--- src/rtl/pn_pkg.sv ---
// Shared types for the PN spike scheduler: controller states, config field codes
// and the saturating helper used by the optional event counters.
package pn_pkg;

    typedef enum logic [1:0] {
        ST_IDLE  = 2'd0,
        ST_LOAD  = 2'd1,
        ST_RUN   = 2'd2,
        ST_DRAIN = 2'd3
    } pn_state_e;

    localparam logic F_PARAM    = 1'b0;
    localparam logic F_INTERVAL = 1'b1;

    localparam int CNT_W = 16;

    function automatic logic [CNT_W-1:0] sat_inc(input logic [CNT_W-1:0] v);
        return (&v) ? v : v + CNT_W'(1);
    endfunction

endpackage

--- src/rtl/pn_rr_arbiter.sv ---
// Round-robin arbiter over the pending-spike vector; the pointer holds the index
// searched first and moves just past the winner on every issued grant.
module pn_rr_arbiter #(
    parameter int N     = 4,
    parameter int IDX_W = $clog2(N)
) (
    input  logic             clk,
    input  logic             rst,
    input  logic [N-1:0]     req_i,
    input  logic             grant_en_i,
    output logic [N-1:0]     gnt_o,
    output logic [IDX_W-1:0] gnt_idx_o
);

    logic [IDX_W-1:0] ptr_q;
    logic [IDX_W-1:0] ptr_d;
    logic             found;

    always_comb begin
        int j;
        j         = 0;
        found     = 1'b0;
        gnt_idx_o = '0;
        for (int k = 0; k < N; k++) begin
            j = int'(ptr_q) + k;
            if (j >= N) j = j - N;
            if (!found && req_i[IDX_W'(j)]) begin
                found     = 1'b1;
                gnt_idx_o = IDX_W'(j);
            end
        end
        gnt_o = '0;
        ptr_d = ptr_q;
        if (found && grant_en_i) begin
            gnt_o[gnt_idx_o] = 1'b1;
            ptr_d = (int'(gnt_idx_o) == N - 1) ? '0 : gnt_idx_o + IDX_W'(1);
        end
    end

    always_ff @(posedge clk or negedge rst) begin
        if (!rst) ptr_q <= '0;
        else      ptr_q <= ptr_d;
    end

endmodule

--- src/rtl/pn_spike_scheduler.sv ---
// Soma-bank controller: config load sequencing, enable/kill, spike capture and a
// timestamped FWFT event FIFO. Define PN_SPIKE_CNT_EN for per-soma event counters.
module pn_spike_scheduler
    import pn_pkg::*;
#(
    parameter int N_SOMA     = 4,
    parameter int FIFO_DEPTH = 8,
    parameter int TS_W       = 16
) (
    input  logic                      clk,
    input  logic                      rst,
    input  logic                      start,
    input  logic                      stop,
    input  logic                      cfg_we,
    input  logic [$clog2(N_SOMA):0]   cfg_addr,
    input  logic [31:0]               cfg_wdata,
    output logic [31:0]               soma_wdata,
    output logic [N_SOMA-1:0]         soma_load,
    output logic [N_SOMA-1:0]         soma_en,
    output logic [N_SOMA-1:0]         soma_kill,
    input  logic [N_SOMA-1:0]         soma_spike,
    output logic                      evt_valid,
    input  logic                      evt_ready,
    output logic [$clog2(N_SOMA)-1:0] evt_soma,
    output logic [TS_W-1:0]           evt_time,
    output logic                      busy,
    output logic                      overflow
`ifdef PN_SPIKE_CNT_EN
    ,
    input  logic [$clog2(N_SOMA)-1:0] cnt_sel,
    output logic [15:0]               cnt_out
`endif
);

    localparam int IDX_W = $clog2(N_SOMA);
    localparam int AW    = IDX_W + 1;
    localparam int LC_W  = IDX_W + 1;
    localparam int PTR_W = $clog2(FIFO_DEPTH);

    typedef struct packed {
        logic [IDX_W-1:0] idx;
        logic [TS_W-1:0]  ts;
    } evt_rec_t;

    pn_state_e        state_q;
    logic [LC_W-1:0]  ld_cnt_q;
    logic [TS_W-1:0]  ts_q;
    logic [31:0]      wdata_q;
    logic [N_SOMA-1:0] load_q, en_q, kill_q;
    logic [31:0]      params_q   [N_SOMA];
    logic [15:0]      interval_q [N_SOMA];
    logic [N_SOMA-1:0] pend_q, pend_d, cap_ok;
    logic [TS_W-1:0]  tsl_q [N_SOMA];
    logic             ovf_q, drop;
    logic [N_SOMA-1:0] gnt;
    logic [IDX_W-1:0] gnt_idx;
    evt_rec_t         mem [FIFO_DEPTH];
    logic [PTR_W-1:0] wr_ptr_q, rd_ptr_q;
    logic [PTR_W:0]   fcnt_q;
    logic             full, push, pop, start_acc;
    logic [IDX_W-1:0] cfg_idx;
    logic [LC_W-1:0]  nxt_cnt;
    logic [IDX_W-1:0] nxt_idx;
    logic [31:0]      nxt_wdata;
    logic [N_SOMA-1:0] nxt_load;
    evt_rec_t         head;

    assign start_acc = (state_q == ST_IDLE) && start && !stop;
    assign cfg_idx   = cfg_addr[AW-1:1];

    always_ff @(posedge clk or negedge rst) begin
        if (!rst) begin
            for (int i = 0; i < N_SOMA; i++) begin
                params_q[i]   <= '0;
                interval_q[i] <= '0;
            end
        end else if (cfg_we && state_q == ST_IDLE && int'(cfg_idx) < N_SOMA) begin
            if (cfg_addr[0] == F_PARAM) params_q[cfg_idx]   <= cfg_wdata;
            else                        interval_q[cfg_idx] <= cfg_wdata[15:0];
        end
    end

    // Word presented on the shared bus in the next LOAD cycle: even = params, odd = interval
    always_comb begin
        nxt_cnt   = (state_q == ST_IDLE) ? '0 : ld_cnt_q + LC_W'(1);
        nxt_idx   = nxt_cnt[LC_W-1:1];
        nxt_wdata = (nxt_cnt[0] == F_INTERVAL) ? {16'h0, interval_q[nxt_idx]} : params_q[nxt_idx];
        nxt_load  = N_SOMA'(1) << nxt_idx;
    end

    always_ff @(posedge clk or negedge rst) begin
        if (!rst) begin
            state_q  <= ST_IDLE;
            ld_cnt_q <= '0;
            ts_q     <= '0;
            wdata_q  <= '0;
            load_q   <= '0;
            en_q     <= '0;
            kill_q   <= '0;
        end else begin
            kill_q <= '0;
            unique case (state_q)
                ST_IDLE: begin
                    if (start_acc) begin
                        state_q  <= ST_LOAD;
                        ld_cnt_q <= '0;
                        ts_q     <= '0;
                        wdata_q  <= nxt_wdata;
                        load_q   <= nxt_load;
                    end
                end
                ST_LOAD: begin
                    if (stop) begin
                        state_q <= ST_IDLE;
                        kill_q  <= '1;
                        load_q  <= '0;
                        wdata_q <= '0;
                    end else if (ld_cnt_q == LC_W'(2 * N_SOMA - 1)) begin
                        state_q <= ST_RUN;
                        load_q  <= '0;
                        wdata_q <= '0;
                        en_q    <= '1;
                    end else begin
                        ld_cnt_q <= nxt_cnt;
                        wdata_q  <= nxt_wdata;
                        load_q   <= nxt_load;
                    end
                end
                ST_RUN: begin
                    ts_q <= ts_q + TS_W'(1);
                    if (stop) begin
                        state_q <= ST_DRAIN;
                        en_q    <= '0;
                        kill_q  <= '1;
                    end
                end
                ST_DRAIN: begin
                    if (pend_q == '0 && fcnt_q == '0) state_q <= ST_IDLE;
                end
                default: state_q <= ST_IDLE;
            endcase
        end
    end

    // A spike on a still-pending soma is lost unless that soma is granted this cycle
    always_comb begin
        pend_d = pend_q;
        cap_ok = '0;
        drop   = 1'b0;
        for (int i = 0; i < N_SOMA; i++) begin
            if (gnt[i]) pend_d[i] = 1'b0;
            if (state_q == ST_RUN && soma_spike[i]) begin
                if (pend_q[i] && !gnt[i]) begin
                    drop = 1'b1;
                end else begin
                    pend_d[i] = 1'b1;
                    cap_ok[i] = 1'b1;
                end
            end
        end
    end

    always_ff @(posedge clk or negedge rst) begin
        if (!rst) begin
            pend_q <= '0;
            ovf_q  <= 1'b0;
        end else if (start_acc) begin
            pend_q <= '0;
            ovf_q  <= 1'b0;
        end else begin
            pend_q <= pend_d;
            if (drop) ovf_q <= 1'b1;
        end
    end

    always_ff @(posedge clk) begin
        for (int i = 0; i < N_SOMA; i++)
            if (cap_ok[i]) tsl_q[i] <= ts_q;
    end

    pn_rr_arbiter #(
        .N     (N_SOMA),
        .IDX_W (IDX_W)
    ) u_arb (
        .clk        (clk),
        .rst        (rst),
        .req_i      (pend_q),
        .grant_en_i (!full),
        .gnt_o      (gnt),
        .gnt_idx_o  (gnt_idx)
    );

    // Full is judged on the registered count, so a pop never frees a slot for the same-cycle push
    assign full = (fcnt_q == (PTR_W + 1)'(FIFO_DEPTH));
    assign push = |gnt;
    assign pop  = evt_valid && evt_ready;

    always_ff @(posedge clk or negedge rst) begin
        if (!rst) begin
            wr_ptr_q <= '0;
            rd_ptr_q <= '0;
            fcnt_q   <= '0;
        end else begin
            if (push) wr_ptr_q <= wr_ptr_q + PTR_W'(1);
            if (pop)  rd_ptr_q <= rd_ptr_q + PTR_W'(1);
            unique case ({push, pop})
                2'b10:   fcnt_q <= fcnt_q + (PTR_W + 1)'(1);
                2'b01:   fcnt_q <= fcnt_q - (PTR_W + 1)'(1);
                default: fcnt_q <= fcnt_q;
            endcase
        end
    end

    always_ff @(posedge clk) begin
        if (push) mem[wr_ptr_q] <= '{idx: gnt_idx, ts: tsl_q[gnt_idx]};
    end

`ifdef PN_SPIKE_CNT_EN
    logic [CNT_W-1:0] evcnt_q [N_SOMA];

    always_ff @(posedge clk or negedge rst) begin
        if (!rst) begin
            for (int i = 0; i < N_SOMA; i++) evcnt_q[i] <= '0;
        end else begin
            for (int i = 0; i < N_SOMA; i++) begin
                if (start_acc)   evcnt_q[i] <= '0;
                else if (gnt[i]) evcnt_q[i] <= sat_inc(evcnt_q[i]);
            end
        end
    end

    assign cnt_out = evcnt_q[cnt_sel];
`endif

    assign head       = mem[rd_ptr_q];
    assign evt_valid  = (fcnt_q != '0);
    assign evt_soma   = evt_valid ? head.idx : '0;
    assign evt_time   = evt_valid ? head.ts  : '0;
    assign soma_wdata = wdata_q;
    assign soma_load  = load_q;
    assign soma_en    = en_q;
    assign soma_kill  = kill_q;
    assign busy       = (state_q != ST_IDLE);
    assign overflow   = ovf_q;

endmodule
--- config.mk ---
export PLATFORM = sky130hd
export DESIGN_NAME = pn_spike_scheduler
export DESIGN_NICKNAME = d
export VERILOG_FILES = /design/src/rtl/pn_pkg.sv /design/src/rtl/pn_rr_arbiter.sv /design/src/rtl/pn_spike_scheduler.sv
export SDC_FILE = /design/constraint.sdc
export NUM_CORES = 1
export LEC_CHECK = 0
export BUFFER_PORTS_ARGS = -buffer_cell sky130_fd_sc_hd__buf_2
export CAP_MARGIN = 25
export CORE_ASPECT_RATIO = 2
export CORE_MARGIN = 10
export CORE_UTILIZATION = 55
export DETAILED_ROUTE_END_ITERATION = 8
export PLACE_DENSITY = 0.76
export SYNTH_ARGS = -nofsm -noshare
export SYNTH_HDL_FRONTEND = slang
export SYNTH_SLANG_ARGS = --single-unit
--- constraint.sdc ---
create_clock -name clk -period 4.7 [get_ports clk]
set_input_delay 0.47 -clock clk [delete_from_list [all_inputs] [get_ports clk]]
set_output_delay 0.47 -clock clk [all_outputs]
set_load 0.05 [all_outputs]
# Word level (Yosys, flattened, before mapping)
# Memories as Yosys holds them, arrays and structs flattened.
# Index checks and enable logic that the tools add are counted.
totals:
  wordCells: 228
  output_inout_bits: 65
  input_bits: 45
  register_bits: 274
  n_memories: 2
  ram_bits: 208
memory_table:
  columns: ["memory", "words", "width", "read_ports", "rd_ports_with_merged_regs", "write_ports", "line_no", "text"]
  rows:
  - ["mem", 8, 18, 1, 0, 1, "pn_spike_scheduler.sv:57", "evt_rec_t mem [FIFO_DEPTH];"]
  - ["tsl_q", 4, 16, 1, 0, 4, "pn_spike_scheduler.sv:53", "logic [TS_W-1:0] tsl_q [N_SOMA];"]
op_classes:
  bitwise_logic: 3
  shifts: 1
  n_mux: 112
  eq_ne: 15
  n_lt_le_gt_ge: 13
  reduce_logical: 47
  n_addsub: 14
ops:
  columns: ["op", "n"]
  rows:
  - ["32-bit 2-to-1 mux", 7]
  - ["128-bit bitwise mux", 1]
  - ["16-bit 2-to-1 mux", 5]
  - ["32-bit binary-select mux with 2-bit select", 1]
  - ["64-bit bitwise mux", 1]
  - ["32-bit demux with 2-bit select", 1]
  - ["32-bit one-hot mux with 2 select lines", 1]
  - ["1-bit 2-to-1 mux", 53]
  - ["4-bit 2-to-1 mux", 10]
  - ["16-bit binary-select mux with 2-bit select", 1]
  - ["16-bit demux with 2-bit select", 1]
  - ["16-bit one-hot mux with 2 select lines", 1]
  - ["2-bit 2-to-1 mux", 15]
  - ["4-bit one-hot mux with 2 select lines", 3]
  - ["1-bit logical AND", 19]
  - ["16-bit by 1-bit adder with 16-bit output, second input constant", 1]
  - ["2-bit by 4-bit less-than comparator with 1-bit output, second input constant", 4]
  - ["3-bit greater-or-equal comparator, second input constant", 5]
  - ["3-bit 2-to-1 mux", 4]
  - ["2-bit != test, second input constant", 6]
  - ["4-bit AND reduction", 3]
  - ["2-bit nonzero test", 6]
  - ["3-bit by 1-bit adder with 3-bit output, second input constant", 3]
  - ["1-bit zero test", 9]
  - ["other kinds (28)", 44]

# Logic depth before layout (Yosys ltp)
depth:
  ltp_word: 32
  ltp_mapped: 16

# By module
# A second synthesis with hierarchy kept.
hier_totals:
  hier_cells: 1293
  area_unflattened_um2: 20347.0
modules_own_cells:
  columns: ["mod", "area_per_inst_um2", "cells_per_inst", "n_inst", "seq_area_each_um2"]
  rows:
  - ["pn_spike_scheduler", 20080.5, 1263, 1, 12902.4]
  - ["pn_rr_arbiter", 266.5, 30, 1, 50.0]

# Worst setup path after synthesis
# No wires, ideal clock.
synth_path:
  kind: "register to register"
  start: "register pend_q[0]"
  end: "memory mem[4][0] (netlist name) (enable)"
  path_stages_with_launch: 11
  synth_period_minus_slack_ns: 4.411
  slack_ns: 0.289
  n_path_buf: 2
  setup_ns: 0.446
  arrival_ns: 3.965
  path_cell_list: "dfrtp_1 nor2b_1 or3_4 a21o_2 buf_2 buf_2 inv_1 ha_1 o31a_4 inv_2 nor4b_1"
synth_between:
  elab_chain_cells: 21
  word_cells_on_any_way: 36
  classes_between: "order compare: 2; mux: 25; reduce/logical: 9"
synth_lines:
  columns: ["element", "line_no", "text"]
  rows:
  - ["from (decl)", "pn_spike_scheduler.sv:52", "logic [N_SOMA-1:0] pend_q, pend_d, cap_ok;"]
  - ["from (signal assigned)", "pn_spike_scheduler.sv:171", "pend_q <= pend_d;"]
  - ["1-bit binary-select mux with 2-bit select", "pn_rr_arbiter.sv:27", "if (!found && req_i[IDX_W'(j)]) begin"]
  - ["1-bit 2-to-1 mux (implied by the code) (2 in a row)", "pn_rr_arbiter.sv:27", null]
  - ["1-bit 2-to-1 mux", "pn_rr_arbiter.sv:27", null]
  - ["1-bit zero test", "pn_rr_arbiter.sv:27", null]
  - ["1-bit logical AND", "pn_rr_arbiter.sv:27", null]
  - ["1-bit 2-to-1 mux", "pn_rr_arbiter.sv:27", null]
  - ["1-bit zero test", "pn_rr_arbiter.sv:27", null]
  - ["1-bit logical AND", "pn_rr_arbiter.sv:27", null]
  - ["[4 not listed]", null, null]
  - ["2-bit by 3-bit less-than comparator with 1-bit output (implied by the code) or 2-bit by 1-bit greater-or-equal comparator with 1-bit output (tied branches)", "pn_rr_arbiter.sv:35", "gnt_o[gnt_idx_o] = 1'b1;"]
  - ["1-bit logical AND (implied by the code)", "pn_rr_arbiter.sv:35", null]
  - ["1-bit 2-to-1 mux (implied by the code)", "pn_rr_arbiter.sv:35", null]
  - ["1-bit demux with 2-bit select", null, null]
  - ["4-bit 2-to-1 mux *", "pn_rr_arbiter.sv:34", "if (found && grant_en_i) begin"]
  - ["4-bit OR reduction *", "pn_spike_scheduler.sv:195", "assign push = |gnt;"]
  - ["1-bit 2-to-1 mux *", "pn_spike_scheduler.sv:215", "if (push) mem[wr_ptr_q] <= '{idx: gnt_idx, ts: tsl_q[gnt_idx]};"]
  - ["1-bit 2-to-1 mux (implied by the code) *", "pn_spike_scheduler.sv:215", null]
  - ["to (decl)", "pn_spike_scheduler.sv:57", null]
# Mark *: on every way between the ends. The rest lies on a longest branch, timed or not. The select of a mux whose other input is x is not followed.

# Worst setup path after layout
layout_path:
  start: "register pend_q[2]"
  end: "register fcnt_q[2]"
layout_between:
  elab_chain_cells: 21
  word_cells_on_any_way: 38
  classes_between: "order compare: 2; eq/ne: 2; mux: 24; reduce/logical: 10"
layout_lines:
  columns: ["element", "line_no", "text"]
  rows:
  - ["1-bit binary-select mux with 2-bit select", "pn_rr_arbiter.sv:27", null]
  - ["1-bit 2-to-1 mux (implied by the code) (2 in a row)", "pn_rr_arbiter.sv:27", null]
  - ["1-bit 2-to-1 mux", "pn_rr_arbiter.sv:27", null]
  - ["1-bit zero test", "pn_rr_arbiter.sv:27", null]
  - ["1-bit logical AND", "pn_rr_arbiter.sv:27", null]
  - ["1-bit 2-to-1 mux", "pn_rr_arbiter.sv:27", null]
  - ["1-bit zero test", "pn_rr_arbiter.sv:27", null]
  - ["1-bit logical AND", "pn_rr_arbiter.sv:27", null]
  - ["[4 not listed]", null, null]
  - ["2-bit by 3-bit less-than comparator with 1-bit output (implied by the code) or 2-bit by 1-bit greater-or-equal comparator with 1-bit output (tied branches)", "pn_rr_arbiter.sv:35", null]
  - ["1-bit logical AND (implied by the code)", "pn_rr_arbiter.sv:35", null]
  - ["1-bit 2-to-1 mux (implied by the code)", "pn_rr_arbiter.sv:35", null]
  - ["1-bit demux with 2-bit select", null, null]
  - ["4-bit 2-to-1 mux *", "pn_rr_arbiter.sv:34", null]
  - ["4-bit OR reduction *", "pn_spike_scheduler.sv:195", null]
  - ["2-bit by 1-bit == test with 1-bit output or 2-bit == test (tied branches)", "pn_spike_scheduler.sv:206", "unique case ({push, pop})"]
  - ["4-bit one-hot mux with 2 select lines or 2-bit nonzero test (tied branches)", null, null]
  - ["to (signal assigned)", "pn_spike_scheduler.sv:207", "2'b10: fcnt_q <= fcnt_q + (PTR_W + 1)'(1);"]
  - ["to (signal assigned)", "pn_spike_scheduler.sv:208", "2'b01: fcnt_q <= fcnt_q - (PTR_W + 1)'(1);"]
  - ["to (signal assigned)", "pn_spike_scheduler.sv:209", "default: fcnt_q <= fcnt_q;"]
  - ["to (decl)", "pn_spike_scheduler.sv:59", "logic [PTR_W:0] fcnt_q;"]
# Marks and branches as above.
# A chain may end at the register's enable or synchronous reset.

==> flow_summary.rst <==
.. list-table::
   :header-rows: 1

   * - Metric
     - Value
   * - Run status
     - finished, final reports clean
   * - Fraction of post-synthesis cell area in the top cell type by area
     - 0.333
   * - Final cycle utilization of the critical path
     - 0.716
   * - Antenna violation net count after detailed routing
     - 0
   * - Final slew viol count
     - 0
   * - First-pass GRT wire length
     - 70300 um
   * - Commonest cells after routing, fill and taps aside
     - sky130_fd_sc_hd__dfrtp_1 (266), sky130_fd_sc_hd__edfxtp_1 (208), sky130_fd_sc_hd__mux2_2 (197)
   * - Worst path setup slack after routing
     - 1.34 ns
   * - Clk Latency, worst-skew pair
     - between 0.5 and 0.6 ns
   * - Hpwl dp
     - 29200 um
   * - Non-Filler Cell Area, Final
     - 22600 um^2
   * - Initial antenna violation count
     - 2
   * - Post-synthesis instance area
     - 20100 um^2
   * - Data arrival time of the critical path
     - 3.78 ns
   * - Clock tree from TritonCTS
     - done
   * - Clock transition at path regs
     - 0.07 ns
   * - PD cells
     - 731 nW/um^2
   * - Total of max-cap violations
     - 0
   * - Drt pass-1 iters
     - 5
   * - Final GP Congestion
     - 0.800
   * - Period minus WS final
     - 3.36 ns
   * - Flop pwr share
     - 0.420
   * - Total congestion overflow
     - 0
   * - Initial detailed-routing violation count
     - around 710
   * - Ranking of synthesized cells by area
     - sky130_fd_sc_hd__dfrtp_1 (33%), sky130_fd_sc_hd__edfxtp_1 (31%), sky130_fd_sc_hd__mux2_2 (11%), sky130_fd_sc_hd__mux4_2 (4.4%), sky130_fd_sc_hd__mux2i_1 (4.0%)
   * - Clock network fraction of total power
     - 0.201
   * - Leading cell type in the layout, fill and taps excluded
     - sky130_fd_sc_hd__dfrtp_1
   * - Buffer levels on the longest clock path
     - 3
   * - Largest net degree at the start of global routing
     - 132
   * - Routed length per instance
     - 22.5 um
   * - Post-cts hold buffer count
     - 0
   * - Share of power burned in combinational logic
     - 0.378
   * - Post-detailed-route via-to-cell ratio
     - 6.05
   * - # rows
     - 99
   * - Critical path capture point type
     - register
   * - Worst setup path category
     - register to register
   * - Share of layout cells above drive strength 1
     - 0.322
   * - Switching power total
     - 0.00615 W
   * - Buffer type at the clock tree root
     - sky130_fd_sc_hd__clkbuf_16
   * - Worst voltage drop across the vdd grid
     - 0.756 mV
   * - Wire length reported by the detailed router
     - 43900 um
   * - Post-layout net count
     - 1522
   * - LEAKAGE
     - 9.23 nW
   * - Final setup violation count
     - 0
   * - Detailed-route DRC error count
     - 0
   * - Post-synthesis sequential element count
     - around 480
   * - Final Hold Fails
     - 0
   * - Die X-Extent
     - 155 um
   * - Average instance area after synthesis
     - 14.9 um^2
   * - Core footprint
     - 36300 um^2
   * - Least-Margin Pin Slew
     - approximately 0.97 ns
   * - GR Util All Layers
     - 0.194
   * - Area of placed instances
     - ~21000 um^2
   * - Number of flops mapped to enable cells by yosys
     - 208
   * - Die Y
     - 291 um
   * - Library cell occupying the most area in the post-synthesis netlist
     - sky130_fd_sc_hd__dfrtp_1
   * - Data required, critical path
     - 5.11 ns
   * - Worst hold margin
     - 0.0418 ns
   * - Post-CTS setup buffer count
     - 0
   * - Gate count after technology mapping
     - 1352
   * - Critical Path Source Type
     - register
   * - Ys async rst share
     - 0.563
   * - Library cells used by synthesis
     - 58
   * - Port-buffer cells
     - ~110
   * - Hold Path Class
     - input port to asynchronous set/reset pin
   * - TritonCTS Sinks
     - 476
   * - Number of buffers added by the clock tree synthesis step
     - 40
   * - Highest Clock Rate
     - 297 MHz
   * - Count of placed standard cells including taps
     - ~1.9k
   * - Vias in the first global route
     - 12.7k
   * - Initial core utilization
     - 0.555
   * - Fraction of the yosys area taken by sequential cells
     - 0.643
   * - Number of standard cells in the layout, taps in and fillers out
     - 1948
   * - Boundary pin count
     - 110
   * - Htree depth
     - 2
   * - Reg2reg setup slack
     - 1.34 ns
   * - Relative slew slack
     - 0.353
   * - Yosys warns
     - 0
   * - Layout Area Growth over Synthesis
     - 12.4%
   * - Net switching share of the total power
     - 0.371
   * - Top_reg_cell synth
     - sky130_fd_sc_hd__dfrtp_1
   * - Post-synth net total
     - 1410
   * - Setup clock skew after layout
     - 0.0213 ns
   * - CP max FO
     - 10
   * - Unrepaired setup endpoints after global routing
     - false
   * - Post-cts gate resize count
     - 0
   * - Overall die area
     - 45100 um^2
   * - Power Internal
     - 0.0104 W
   * - Placement-stage worst setup slack
     - 1.38 ns
   * - Total negative slack for setup checks
     - 0 ns
   * - Via Count
     - between 10k and 15k
## through the flow
| stage | utilization | power, W |
|---|---|---|
| after detailed placement | 0.588 | 0.0134 |
| final | 0.624 | 0.0165 |
| after floorplan | - | 0.0116 |
| after CTS | 0.624 | 0.0167 |
| after global placement | 0.587 | 0.0131 |
| after global routing | 0.624 | 0.0175 |
## cells in the mapped netlist (all sizes together) (4+ instances only)
cell and instances:
dfrtp 268, edfxtp 208, mux2 198, nand2 81
mux2i 80, nor2 66, buf 47, a221oi 44
mux4 39, clkbuf 36, o21ai 36, nand3 28
a21oi 27, a22o 21, inv 20, nand2b 18
a22oi 17, xor2 16, o31ai 15, ha 13
nor3 13, nor2b 7, xnor2 7, nor4b 5
o211ai 5, a211oi 4, nor4 4
## critical path, cell delays in order, from the launching register on
cell	delay, ns
sky130_fd_sc_hd__dfrtp_1	0.43
sky130_fd_sc_hd__nor2b_1	0.16
sky130_fd_sc_hd__a211oi_1	0.28
sky130_fd_sc_hd__or2_1	0.30
sky130_fd_sc_hd__inv_1	0.07
sky130_fd_sc_hd__ha_1	0.25
sky130_fd_sc_hd__o31a_4	0.40
sky130_fd_sc_hd__inv_2	0.21
sky130_fd_sc_hd__ha_1	0.32
sky130_fd_sc_hd__xor2_1	0.11
sky130_fd_sc_hd__ha_1	0.19
sky130_fd_sc_hd__a21oi_1	0.16
sky130_fd_sc_hd__xor2_1	0.17
sky130_fd_sc_hd__nor2_1	0.06
sky130_fd_sc_hd__xor2_1	0.14
## power by group through the flow
stage	Sequential, W	Clock [W]	Combinational, W
after floorplan	0.00704	0	0.00456
after global placement	0.00694	0	0.00615
after detailed placement	0.00703	0	0.00633
after CTS	0.00696	0.00340	0.00635
after global routing	0.00711	0.00357	0.00681
final	0.00695	0.00333	0.00626
## area by class of cell
| cell class | instances | area (um^2) |
|---|---|---|
| clock buffers | 53 | 1100 |
| clock inverters | 18 | 200 |
| well taps | 454 | 568 |
| repair buffers | 153 | 918 |
| flip-flops and latches | 476 | 13000 |
| fillers | 2697 | 13700 |
| diodes | 1 | 2.50 |
| multi-input cells | 773 | 6810 |
| inverters | 20 | 75.1 |
## layer usage
metal / vias up / track usage / part of all wire
li1: 5289 / - / -
met1: 6120 / 0.206 / 0.36
met2: 289 / 0.371 / 0.57
met3: 76 / 0.0329 / 0.046
met4: 2 / 0.0671 / 0.027
met5: - / 0 / 0.00016
## cell families (layout without fill, tap and decap cells)
kind of cell    after synthesis  in the layout  share of synthesized area
other cells                   0              1                          0
fa+ha+maj                    13             13                    0.00808
simple gates                237            237                     0.0554
flops                       476            476                      0.643
compound gates              183            183                     0.0660
buf+inv                     103            244                     0.0227
mux                         317            317                      0.194
xor+xnor                     23             23                     0.0100
## registers in the layout, summed over array words and instances, names as in the netlist, 2 cells and up, named ones only
register,count
fcnt_q,4
interval_q,64
ld_cnt_q,3
mem,144
params_q,128
pend_q,4
rd_ptr_q,3
soma_load,4
soma_wdata,32
ts_q,16
tsl_q,64
u_arb.ptr_q,2
wr_ptr_q,3
## final timing paths
check | start | end | depth (start not counted)
min in group clk | cfg_wdata[20] | params_q[20]$_DFFE_PN0P_ | 2
hold / removal | rst | params_q[54]$_DFFE_PN0P_ | 1
setup / recovery | pend_q[2]$_DFF_PN0_ | fcnt_q[2]$_DFFE_PN0P_ | 14
setup reg to reg | pend_q[2]$_DFF_PN0_ | fcnt_q[2]$_DFFE_PN0P_ | 14
hold reg to reg | soma_wdata[5]$_DFFE_PN0P_ | soma_wdata[5]$_DFFE_PN0P_ | 2
max in group asynchronous | rst | rd_ptr_q[0]$_DFFE_PN0P_ | 2
No activity file was read; power rests on OpenSTA's default activity.
